## src/rtl/hit_det_pkg.sv

```systemverilog
// -----------------------------------------------------------------------------
// hit_det_pkg
// Shared definitions for the multi-object collision detector.
//   hit_state_t : scan controller state encoding (IDLE, SCAN, REPORT)
//   KIND_*      : meaning of one obj_kind bit
// -----------------------------------------------------------------------------
package hit_det_pkg;

   typedef enum logic [1:0] {
      IDLE   = 2'b00,
      SCAN   = 2'b01,
      REPORT = 2'b10
   } hit_state_t;

   localparam logic KIND_POLICE = 1'b0;
   localparam logic KIND_COIN   = 1'b1;

endpackage

```

## src/rtl/hit_overlap_cmp.sv

```systemverilog
// -----------------------------------------------------------------------------
// hit_overlap_cmp
// Combinational 1-D interval overlap test between [a_x, a_x+a_w) and
// [b_x, b_x+b_w). Touching edges do not count as an overlap.
// Ports:
//   a_x, a_w : left edge and width of interval A
//   b_x, b_w : left edge and width of interval B
//   overlap  : 1 when the two half-open intervals intersect
// -----------------------------------------------------------------------------
module hit_overlap_cmp #(
   parameter int X_W = 8
) (
   input  logic [X_W-1:0] a_x,
   input  logic [X_W-1:0] a_w,
   input  logic [X_W-1:0] b_x,
   input  logic [X_W-1:0] b_w,
   output logic           overlap
);

   // Right edges carry one extra bit so objects near the right border of the
   // screen never wrap back to a small coordinate.
   logic [X_W:0] a_end;
   logic [X_W:0] b_end;

   assign a_end   = {1'b0, a_x} + {1'b0, a_w};
   assign b_end   = {1'b0, b_x} + {1'b0, b_w};
   assign overlap = ({1'b0, a_x} < b_end) && ({1'b0, b_x} < a_end);

endmodule

```

## src/rtl/multi_hit_detector.sv

```systemverilog
// -----------------------------------------------------------------------------
// multi_hit_detector
// Collision detector between the player car and N_OBJ objects (coins/police).
// One object channel is checked per clock; at the end of every completed scan
// a one-cycle report is emitted. Each overlap fires only once until the object
// stops overlapping (edge-armed per channel).
// Ports:
//   CLOCK_50   : system clock (rising edge)
//   resetn     : asynchronous active-low reset
//   EnterEn    : game running; starts/continues scanning, low aborts a scan
//   x_car      : car left x
//   obj_x      : packed object left x, channel i at [i*X_W +: X_W]
//   obj_y      : packed object y, channel i at [i*Y_W +: Y_W]
//   obj_valid  : object present on screen
//   obj_kind   : 1 = coin, 0 = police
//   CoinEn     : 1-cycle pulse, new coin hit(s) this frame
//   PoliceEn   : 1-cycle pulse, new police hit(s) this frame
//   hit_mask   : channels newly hit, valid while frame_done is high
//   frame_done : 1-cycle pulse at the end of every completed scan
//   coin_count : saturating coin hit count
//   pol_count  : saturating police hit count
// Build option: define HIT_DET_COUNTERS_EN to build the hit counters;
// otherwise coin_count/pol_count are constant 0.
// -----------------------------------------------------------------------------
module multi_hit_detector
   import hit_det_pkg::*;
#(
   parameter int N_OBJ  = 4,
   parameter int X_W    = 8,
   parameter int Y_W    = 7,
   parameter int CAR_Y  = 70,
   parameter int CAR_W  = 20,
   parameter int POL_W  = 20,
   parameter int COIN_W = 8,
   parameter int CNT_W  = 8
) (
   input  logic                   CLOCK_50,
   input  logic                   resetn,
   input  logic                   EnterEn,
   input  logic [X_W-1:0]         x_car,
   input  logic [N_OBJ*X_W-1:0]   obj_x,
   input  logic [N_OBJ*Y_W-1:0]   obj_y,
   input  logic [N_OBJ-1:0]       obj_valid,
   input  logic [N_OBJ-1:0]       obj_kind,
   output logic                   CoinEn,
   output logic                   PoliceEn,
   output logic [N_OBJ-1:0]       hit_mask,
   output logic                   frame_done,
   output logic [CNT_W-1:0]       coin_count,
   output logic [CNT_W-1:0]       pol_count
);

   localparam int               IDX_W    = (N_OBJ > 1) ? $clog2(N_OBJ) : 1;
   localparam logic [IDX_W-1:0] LAST_IDX = IDX_W'(N_OBJ - 1);
   localparam logic [Y_W-1:0]   CAR_Y_V  = Y_W'(CAR_Y);
   localparam logic [X_W-1:0]   CAR_W_V  = X_W'(CAR_W);
   localparam logic [X_W-1:0]   POL_W_V  = X_W'(POL_W);
   localparam logic [X_W-1:0]   COIN_W_V = X_W'(COIN_W);

   hit_state_t       state_reg,   state_next;
   logic [IDX_W-1:0] idx_reg,     idx_next;
   logic [N_OBJ-1:0] pending_reg, pending_next;
   logic [N_OBJ-1:0] armed_reg,   armed_next;
   logic             coin_en_next, police_en_next, frame_done_next;
   logic [N_OBJ-1:0] hit_mask_next;

   // Unpack the flat coordinate buses so the current channel is a plain index.
   logic [X_W-1:0] ch_x [N_OBJ];
   logic [Y_W-1:0] ch_y [N_OBJ];

   genvar gi;
   generate
      for (gi = 0; gi < N_OBJ; gi++) begin : g_unpack
         assign ch_x[gi] = obj_x[gi*X_W +: X_W];
         assign ch_y[gi] = obj_y[gi*Y_W +: Y_W];
      end
   endgenerate

   logic [X_W-1:0] sel_x;
   logic [Y_W-1:0] sel_y;
   logic [X_W-1:0] sel_w;
   logic           x_overlap;
   logic           overlap;

   assign sel_x = ch_x[idx_reg];
   assign sel_y = ch_y[idx_reg];
   assign sel_w = (obj_kind[idx_reg] == KIND_COIN) ? COIN_W_V : POL_W_V;

   hit_overlap_cmp #(.X_W(X_W)) u_cmp (
      .a_x     (x_car),
      .a_w     (CAR_W_V),
      .b_x     (sel_x),
      .b_w     (sel_w),
      .overlap (x_overlap)
   );

   assign overlap = obj_valid[idx_reg] && (sel_y == CAR_Y_V) && x_overlap;

   always_comb begin
      state_next      = state_reg;
      idx_next        = idx_reg;
      pending_next    = pending_reg;
      armed_next      = armed_reg;
      coin_en_next    = 1'b0;
      police_en_next  = 1'b0;
      hit_mask_next   = '0;
      frame_done_next = 1'b0;

      case (state_reg)
         IDLE: begin
            idx_next     = '0;
            pending_next = '0;
            if (EnterEn) state_next = SCAN;
         end

         SCAN: begin
            if (!EnterEn) begin
               // Abort: the partial frame is dropped, arming history survives.
               state_next   = IDLE;
               idx_next     = '0;
               pending_next = '0;
            end else begin
               if (overlap) begin
                  if (armed_reg[idx_reg]) begin
                     pending_next[idx_reg] = 1'b1;
                     armed_next[idx_reg]   = 1'b0;
                  end
               end else begin
                  armed_next[idx_reg] = 1'b1;
               end

               if (idx_reg == LAST_IDX) begin
                  // Report outputs are registered on entry to REPORT so they
                  // are high exactly during the REPORT cycle.
                  state_next      = REPORT;
                  idx_next        = '0;
                  frame_done_next = 1'b1;
                  hit_mask_next   = pending_next;
                  coin_en_next    = |(pending_next & obj_kind);
                  police_en_next  = |(pending_next & ~obj_kind);
               end else begin
                  idx_next = idx_reg + 1'b1;
               end
            end
         end

         REPORT: begin
            state_next   = EnterEn ? SCAN : IDLE;
            idx_next     = '0;
            pending_next = '0;
         end

         default: begin
            state_next   = IDLE;
            idx_next     = '0;
            pending_next = '0;
         end
      endcase
   end

   always_ff @(posedge CLOCK_50 or negedge resetn) begin
      if (!resetn) begin
         state_reg   <= IDLE;
         idx_reg     <= '0;
         pending_reg <= '0;
         armed_reg   <= '1;
         CoinEn      <= 1'b0;
         PoliceEn    <= 1'b0;
         hit_mask    <= '0;
         frame_done  <= 1'b0;
      end else begin
         state_reg   <= state_next;
         idx_reg     <= idx_next;
         pending_reg <= pending_next;
         armed_reg   <= armed_next;
         CoinEn      <= coin_en_next;
         PoliceEn    <= police_en_next;
         hit_mask    <= hit_mask_next;
         frame_done  <= frame_done_next;
      end
   end

`ifdef HIT_DET_COUNTERS_EN
   localparam int               SUM_W   = CNT_W + 6;
   localparam logic [SUM_W-1:0] CNT_MAX = SUM_W'({CNT_W{1'b1}});

   logic [4:0]       coin_pop, pol_pop;
   logic [SUM_W-1:0] coin_sum, pol_sum;
   logic [CNT_W-1:0] coin_count_next, pol_count_next;

   // Counted together with the pulses, from the same final pending vector.
   always_comb begin
      coin_pop = '0;
      pol_pop  = '0;
      for (int i = 0; i < N_OBJ; i++) begin
         coin_pop = coin_pop + {4'b0, pending_next[i] &  obj_kind[i]};
         pol_pop  = pol_pop  + {4'b0, pending_next[i] & ~obj_kind[i]};
      end
      coin_sum        = SUM_W'(coin_count) + SUM_W'(coin_pop);
      pol_sum         = SUM_W'(pol_count)  + SUM_W'(pol_pop);
      coin_count_next = coin_count;
      pol_count_next  = pol_count;
      if (frame_done_next) begin
         coin_count_next = (coin_sum > CNT_MAX) ? {CNT_W{1'b1}} : coin_sum[CNT_W-1:0];
         pol_count_next  = (pol_sum  > CNT_MAX) ? {CNT_W{1'b1}} : pol_sum[CNT_W-1:0];
      end
   end

   always_ff @(posedge CLOCK_50 or negedge resetn) begin
      if (!resetn) begin
         coin_count <= '0;
         pol_count  <= '0;
      end else begin
         coin_count <= coin_count_next;
         pol_count  <= pol_count_next;
      end
   end
`else
   assign coin_count = '0;
   assign pol_count  = '0;
`endif

endmodule
```

## config.mk

```make
export PLATFORM = sky130hd
export DESIGN_NAME = multi_hit_detector
export DESIGN_NICKNAME = d
export VERILOG_FILES = /design/src/rtl/hit_det_pkg.sv /design/src/rtl/hit_overlap_cmp.sv /design/src/rtl/multi_hit_detector.sv
export SDC_FILE = /design/constraint.sdc
export NUM_CORES = 1
export LEC_CHECK = 0
export CAP_MARGIN = 10
export CORE_MARGIN = 4
export CORE_UTILIZATION = 41
export DETAILED_ROUTE_END_ITERATION = 6
export PLACE_DENSITY_LB_ADDON = 0.3
export SLEW_MARGIN = 20
export SYNTH_ARGS = -nofsm -noshare
export SYNTH_HDL_FRONTEND = slang
export SYNTH_SLANG_ARGS = --single-unit
```

## constraint.sdc

```tcl
create_clock -name CLOCK_50 -period 4.81 [get_ports CLOCK_50]
set_input_delay 0.481 -clock CLOCK_50 [delete_from_list [all_inputs] [get_ports CLOCK_50]]
set_output_delay 0.481 -clock CLOCK_50 [all_outputs]
set_load 0.03 [all_outputs]
```

==> key figures, run 1 <==
Critical path
  • Crit path arrival time: 4.10 ns
  • Setup crit start kind: flip-flop
  • Worst r2r src: idx_reg[0]
  • Data required, critical path: around 5 ns
  • Register-to-register setup slack: 0.87 ns
  • Worst R2R Path Depth: 11
  • Critical path class: flip-flop to flip-flop
  • Crit. End Element: flip-flop
  • Crit-path max FO: 11

Placed design
  • GPL Wtd Cong: 0.854
  • IO buf count: between 80 and 90
  • Post-detail-place hpwl: about 4500 um

Pwr
  • Max VDD drop: 109 uV
  • Leak pwr: approximately 0.0012 uW
  • Pwr dens: around 190 mW/mm2

Timing
  • Final setup fails: 0
  • Max-Slew Margin vs Limit: roughly 41%
  • Slew Limit Fails: 0
  • Slew @ Worst Pin: 0.887 ns
  • RSZ-0062 raised after global routing: no
  • Fmax: 254 MHz
  • Crit path time final: 3.94 ns
  • Clock Skew: 0.00667 ns
  • Period utilization: 82.0%
  • Hold_ws: around 0.49 ns
  • Post-route setup TNS: 0 ns
  • Endpoints failing hold: 0

Route
  • Via count: ~1,900
  • DR vias/cell: 5.30
  • Remaining antenna violation count: 0
  • Final wirelength: 5270 um
  • DR pass1 iterations: 6
  • Drt wl/cell: ~15 um
  • 1st-iter DRT viols: 125
  • Residual DRC: 0

GRT
  • M2 GR Usage: around 30%
  • Antenna violations before repair: 0
  • Overflow after GRT: 0
  • M1 GR Usage: 22.2%
  • GRT Total Usage: 17.3%
  • Vias in the first global route: 1,890
  • Pin count of the biggest net entering global routing: 20
  • First-pass GRT wire length: 8560 um
  • Met3 Resource Use GR: 3.71%
  • Busiest grt layer: met2

Clock tree
  • CTS resizes: 0
  • TritonCTS clock tree: built
  • Htree depth: 1
  • Number of CTS-inserted buffers: 3
  • Worst-skew pair later-pin latency: 0.26 ns
  • Post CTS Setup Buffer Count: 0
  • Hold Buf Count CTS: 0
  • Max Buffers Root-to-Sink: 2
  • Worst-path clk slew: 0.07 ns
  • Clock Sinks: 19
  • Root Buffer: clkbuf_8

Yosys
  • #FFs+latches synth: 19
  • Fraction of registers with async set/reset: 100%
  • Synth Flop Type: dfrtp_1
  • Mapped cell area: 0.00199 mm2
  • EDFF count, synth: 0
  • Synth cell types: 43
  • Cells after synthesis: 206
  • Avg Inst Size Synth: 9.68 um2
  • Seq/Total Area, Yosys: 24.1%
  • Syn. warnings: 0

Run status
  • Status: complete, no violations

Worst hold path
  • HP Class: flip-flop to flip-flop
  • Hold path depth: 2

Final layout
  • Area delta synth->final: 44.1%
  • Antenna cells: 0
  • Fin nets: 394
  • Share of cells above drive strength 1: 8.25%

Floorplanning
  • Initial Utilization: 42.2%
  • Core area: between 0.004 and 0.005 mm2
  • Ports: 102
  • FP Rows: 25
  • Chip Width: 77.7 um
  • Die Y-Extent: about 78 um
  • Die ar.: 0.00604 mm2

Job
  • Max-cap violations: 0
metrics by stage:
step	setup slack, ns	cell area (um2)	util [%]	total power [uW]	std cells
2_1_floorplan	1.24	2050	-	337	221
3_3_place_gp	0.834	2830	59.8	421	354
3_5_place_dp	0.724	2830	59.8	427	354
4_1_cts	0.880	2870	60.8	541	358
5_1_grt	0.660	2870	60.8	573	358
6_report	0.868	2870	60.8	536	358
metal layers:
metal / up-vias / share of wire [%]
met5: - / 0
met4: 0 / 0.28
met3: 2 / 7.2
met2: 81 / 50
met1: 904 / 42
li1: 909 / -
worst max-delay path, stage by stage, from the launching register on:
cell and delay, ns:
dfrtp_1 0.66, mux4_2 0.60, ha_1 0.23, fa_1 0.41, a21o_1 0.21, nand2_1 0.08, xor2_1 0.16, ha_1 0.26
a211oi_1 0.26, o211ai_2 0.13, a222oi_1 0.66, o21ai_1 0.18
placed cells by master (no fill, tap or decap), types with 2 or more instances in the layout:
| cell type | Yosys | layout |
|---|---|---|
| inv_1 | 19 | 19 |
| mux2i_1 | 4 | 4 |
| o21ai_1 | 9 | 9 |
| xnor2_1 | 3 | 3 |
| a41oi_1 | 2 | 2 |
| a41o_1 | 2 | 2 |
| o22ai_1 | 4 | 4 |
| nand2_1 | 19 | 19 |
| mux4_2 | 9 | 9 |
| nor4bb_1 | 4 | 4 |
| a21oi_1 | 6 | 6 |
| o21ai_0 | 8 | 8 |
| nor4b_1 | 2 | 2 |
| dfrtp_1 | 15 | 15 |
| nand3_1 | 5 | 5 |
| dfstp_2 | 4 | 4 |
| a211oi_1 | 2 | 2 |
| o31ai_2 | 3 | 3 |
| clkdlybuf4s50_1 | 0 | 85 |
| xor2_1 | 5 | 5 |
| a21o_1 | 5 | 5 |
| a22oi_1 | 2 | 2 |
| buf_4 | 17 | 2 |
| nor2_1 | 7 | 7 |
| and2_1 | 3 | 3 |
| clkbuf_8 | 0 | 3 |
| ha_1 | 22 | 22 |
| conb_1 | 1 | 16 |
| nand4_1 | 5 | 5 |
power breakdown:
part           total (uW)  switching, uW  internal, uW
Combinational         241            113           128
Sequential            183           7.10           176
Clock                 112           53.2          59.0
cells in the mapped netlist, types with 2 or more instances:
master,count,area (um2)
inv_1,19,71.3
a21oi_1,6,30.0
o31ai_2,3,37.5
o21ai_1,9,45.0
buf_4,17,128
o22ai_1,4,25.0
o21ai_0,8,40.0
nand3_1,5,25.0
mux2i_1,4,40.0
mux4_2,9,203
xnor2_1,3,26.3
a41oi_1,2,17.5
nor4bb_1,4,40.0
a21o_1,5,37.5
a41o_1,2,20.0
dfstp_2,4,105
and2_1,3,18.8
xor2_1,5,43.8
nand2_1,19,71.3
a22oi_1,2,15.0
nor2_1,7,26.3
a211oi_1,2,15.0
dfrtp_1,15,375
nor4b_1,2,17.5
nand4_1,5,31.3
ha_1,22,275
buf_6,4,45.0
area by class of cell:
cell class,count,area [um2]
fill,414,1850
multi-input combinational,162,1330
timing repair buffer,87,866
sequential,19,480
tap,67,83.8
inverter,19,71.3
clock buffer,4,45.0
worst max path at each step:
stage / start / endpoint / cells after the start
CTS: idx_reg[0] / flip-flop / 11
floorplan: idx_reg[0] / CoinEn / 14
global placement: obj_kind[0] / flip-flop / 13
detailed placement: obj_kind[0] / flip-flop / 13
finish: idx_reg[0] / flip-flop / 11
global route: idx_reg[0] / flip-flop / 11
kinds of logic (layout without fill, tap and decap cells):
family                   after synthesis  after routing  synth area share (%)
AO/OA/AOI/OAI                         52             52                  19.1
AND/OR/NAND/NOR                       49             49                  13.3
buffers and inverters                 40            110                  12.2
adder cells (fa/ha/maj)               23             23                  14.8
flip-flops                            19             19                  24.1
multiplexers                          14             14                  12.7
XOR/XNOR                               8              8                  3.52
other                                  1             16                 0.188
No activity file was read; power rests on OpenSTA's default activity.
==> inputs of run 2 (changes only) <==
Clock period 4.81 ns to 4.1 ns, I/O delays scaled along.
==> run 2 against run 1 <==
The flow now finishes with violations (design-rule violations). Highest routed layer unchanged. Routed wire length is 2.0% lower. Via count down 0.58%. Sequential share of layout area hardly changed. Core utilization rose by 0.16 points. Largest cell class unchanged. Final area grew 0.26%.
==> key figures, run 2 (same netlist as run 1, synthesis figures left out) <==
Run status
  • Status: finished, violations left
  • Failing checks: design-rule violations

Clock tree
  • TritonCTS clock tree: built
  • Worst-skew pair later-pin latency: 0.26 ns
  • CTS resizes: 0
  • Number of CTS-inserted buffers: 3
  • Worst-path clk slew: roughly 0.070 ns
  • Clock Sinks: 19
  • Hold Buf Count CTS: 0
  • Htree depth: 1
  • Root Buffer: clkbuf_8
  • Post CTS Setup Buffer Count: 0
  • Max Buffers Root-to-Sink: 2

Critical path
  • Critical path class: flip-flop to flip-flop
  • Crit. End Element: flip-flop
  • Worst R2R Path Depth: 11
  • Setup crit start kind: flip-flop
  • Crit path arrival time: 3.91 ns
  • Data required, critical path: 4.27 ns
  • Crit-path max FO: 10
  • Register-to-register setup slack: roughly 0.36 ns

Final layout
  • Area delta synth->final: 44.4%
  • Share of cells above drive strength 1: 8.56%
  • Fin nets: 395
  • Most common cell after layout, fill and taps aside: clkdlybuf4s50_1
  • Fin cells: 359
  • Commonest non-fill, non-tap cells in the layout: clkdlybuf4s50_1 (85), ha_1 (22), inv_1 (19), nand2_1 (19), conb_1 (16)
  • Antenna cells: 0

Placed design
  • Placed Cells: 355
  • GPL Wtd Cong: 0.869
  • Post-detail-place hpwl: 4400 um
  • IO buf count: 85

Pwr
  • Internal: 425 uW
  • Clock power frac: 20.8%
  • Seq pwr share: 34.0%
  • Sw frac: ~32%
  • Pwr dens: 218 mW/mm2
  • Max VDD drop: 126 uV
  • Leak pwr: 0.00120 uW
  • Comb pwr share: 45.2%
  • Sw power: approximately 200 uW

Timing
  • Slew @ Worst Pin: 0.864 ns
  • RSZ-0062 raised after global routing: no
  • Slew Limit Fails: 0
  • Endpoints failing hold: 0
  • Max-Slew Margin vs Limit: 42.2%
  • Hold_ws: about 0.48 ns
  • Period utilization: about 91%
  • Post-route setup TNS: 0 ns
  • Clock Skew: 0.00562 ns
  • Final setup fails: 0
  • Crit path time final: 3.74 ns
  • Fmax: ~270 MHz

Floorplanning
  • Initial Utilization: 42.2%
  • Die ar.: 0.00604 mm2
  • Core area: around 0.0047 mm2
  • Chip Width: 77.7 um
  • FP Rows: 25
  • Ports: 102
  • Die Y-Extent: 77.7 um

Route
  • DR pass1 iterations: 7
  • Drt wl/cell: roughly 14 um
  • Final wirelength: 5160 um
  • Remaining antenna violation count: 0
  • Residual DRC: 5
  • Via count: 1,885
  • DR vias/cell: 5.25
  • 1st-iter DRT viols: ~150

GRT
  • Antenna violations before repair: 0
  • Vias in the first global route: 1,888
  • Overflow after GRT: 0
  • First-pass GRT wire length: 8770 um
  • GRT Total Usage: 17.6%
  • Pin count of the biggest net entering global routing: 20

Job
  • Max-cap violations: 0

Worst hold path
  • Hold path depth: 1
  • HP Class: flip-flop to flip-flop
==> run 2: cell type report <==
class / count / area [um2]
inverters: 19 / 71.3
repair buffers: 88 / 873
flip-flops and latches: 19 / 480
well taps: 67 / 83.8
multi-input cells: 162 / 1330
clock buffers: 4 / 45.0
fillers: 400 / 1840
==> run 2: final timing paths <==
check / endpoint / from
min in group asynchronous: frame_done / resetn
max in group asynchronous: pending_reg[1] / resetn
worst max register to register: CoinEn / idx_reg[0]
worst min register to register: idx_reg[0] / state_reg[1]
worst min-delay path: idx_reg[0] / state_reg[1]
worst max-delay path: CoinEn / idx_reg[0]
==> run 2: routing by layer <==
layer  vias to the layer above  wire [um]  track usage [%]
met2                        95       2570             30.3
met3                         4        442             4.41
met4                         0         22             2.67
met5                         -          0                0
met1                       872       2130             22.5
li1                        914          -                -
==> run 2: critical path: stages, from the launching register on <==
cell and delay, ns:
dfrtp_1 0.55, mux4_2 0.58, ha_1 0.23, fa_1 0.40
a21o_1 0.21, nand2_1 0.08, xor2_1 0.15, ha_1 0.26
a211oi_1 0.26, o211ai_2 0.13, a221o_1 0.55, o31ai_4 0.27
==> run 2: metrics by stage <==
stage | area (um2) | power (uW) | utilization [%] | setup slack (ns)
floorplan | 2050 | 396 | - | 0.534
global placement | 2830 | 494 | 60.0 | 0.207
detailed placement | 2830 | 501 | 60.0 | 0.119
CTS | 2880 | 631 | 61.0 | 0.345
global route | 2880 | 675 | 61.0 | 0.132
finish | 2880 | 629 | 61.0 | 0.362
==> run 2: power by group through the flow <==
stage                     combinational [uW]  clock (uW)  sequential, uW
after floorplan                          182           0             214
after global placement                   277           0             217
after detailed placement                 283           0             217
after CTS                                285         132             214
after global routing                     318         141             216
final                                    284         131             214
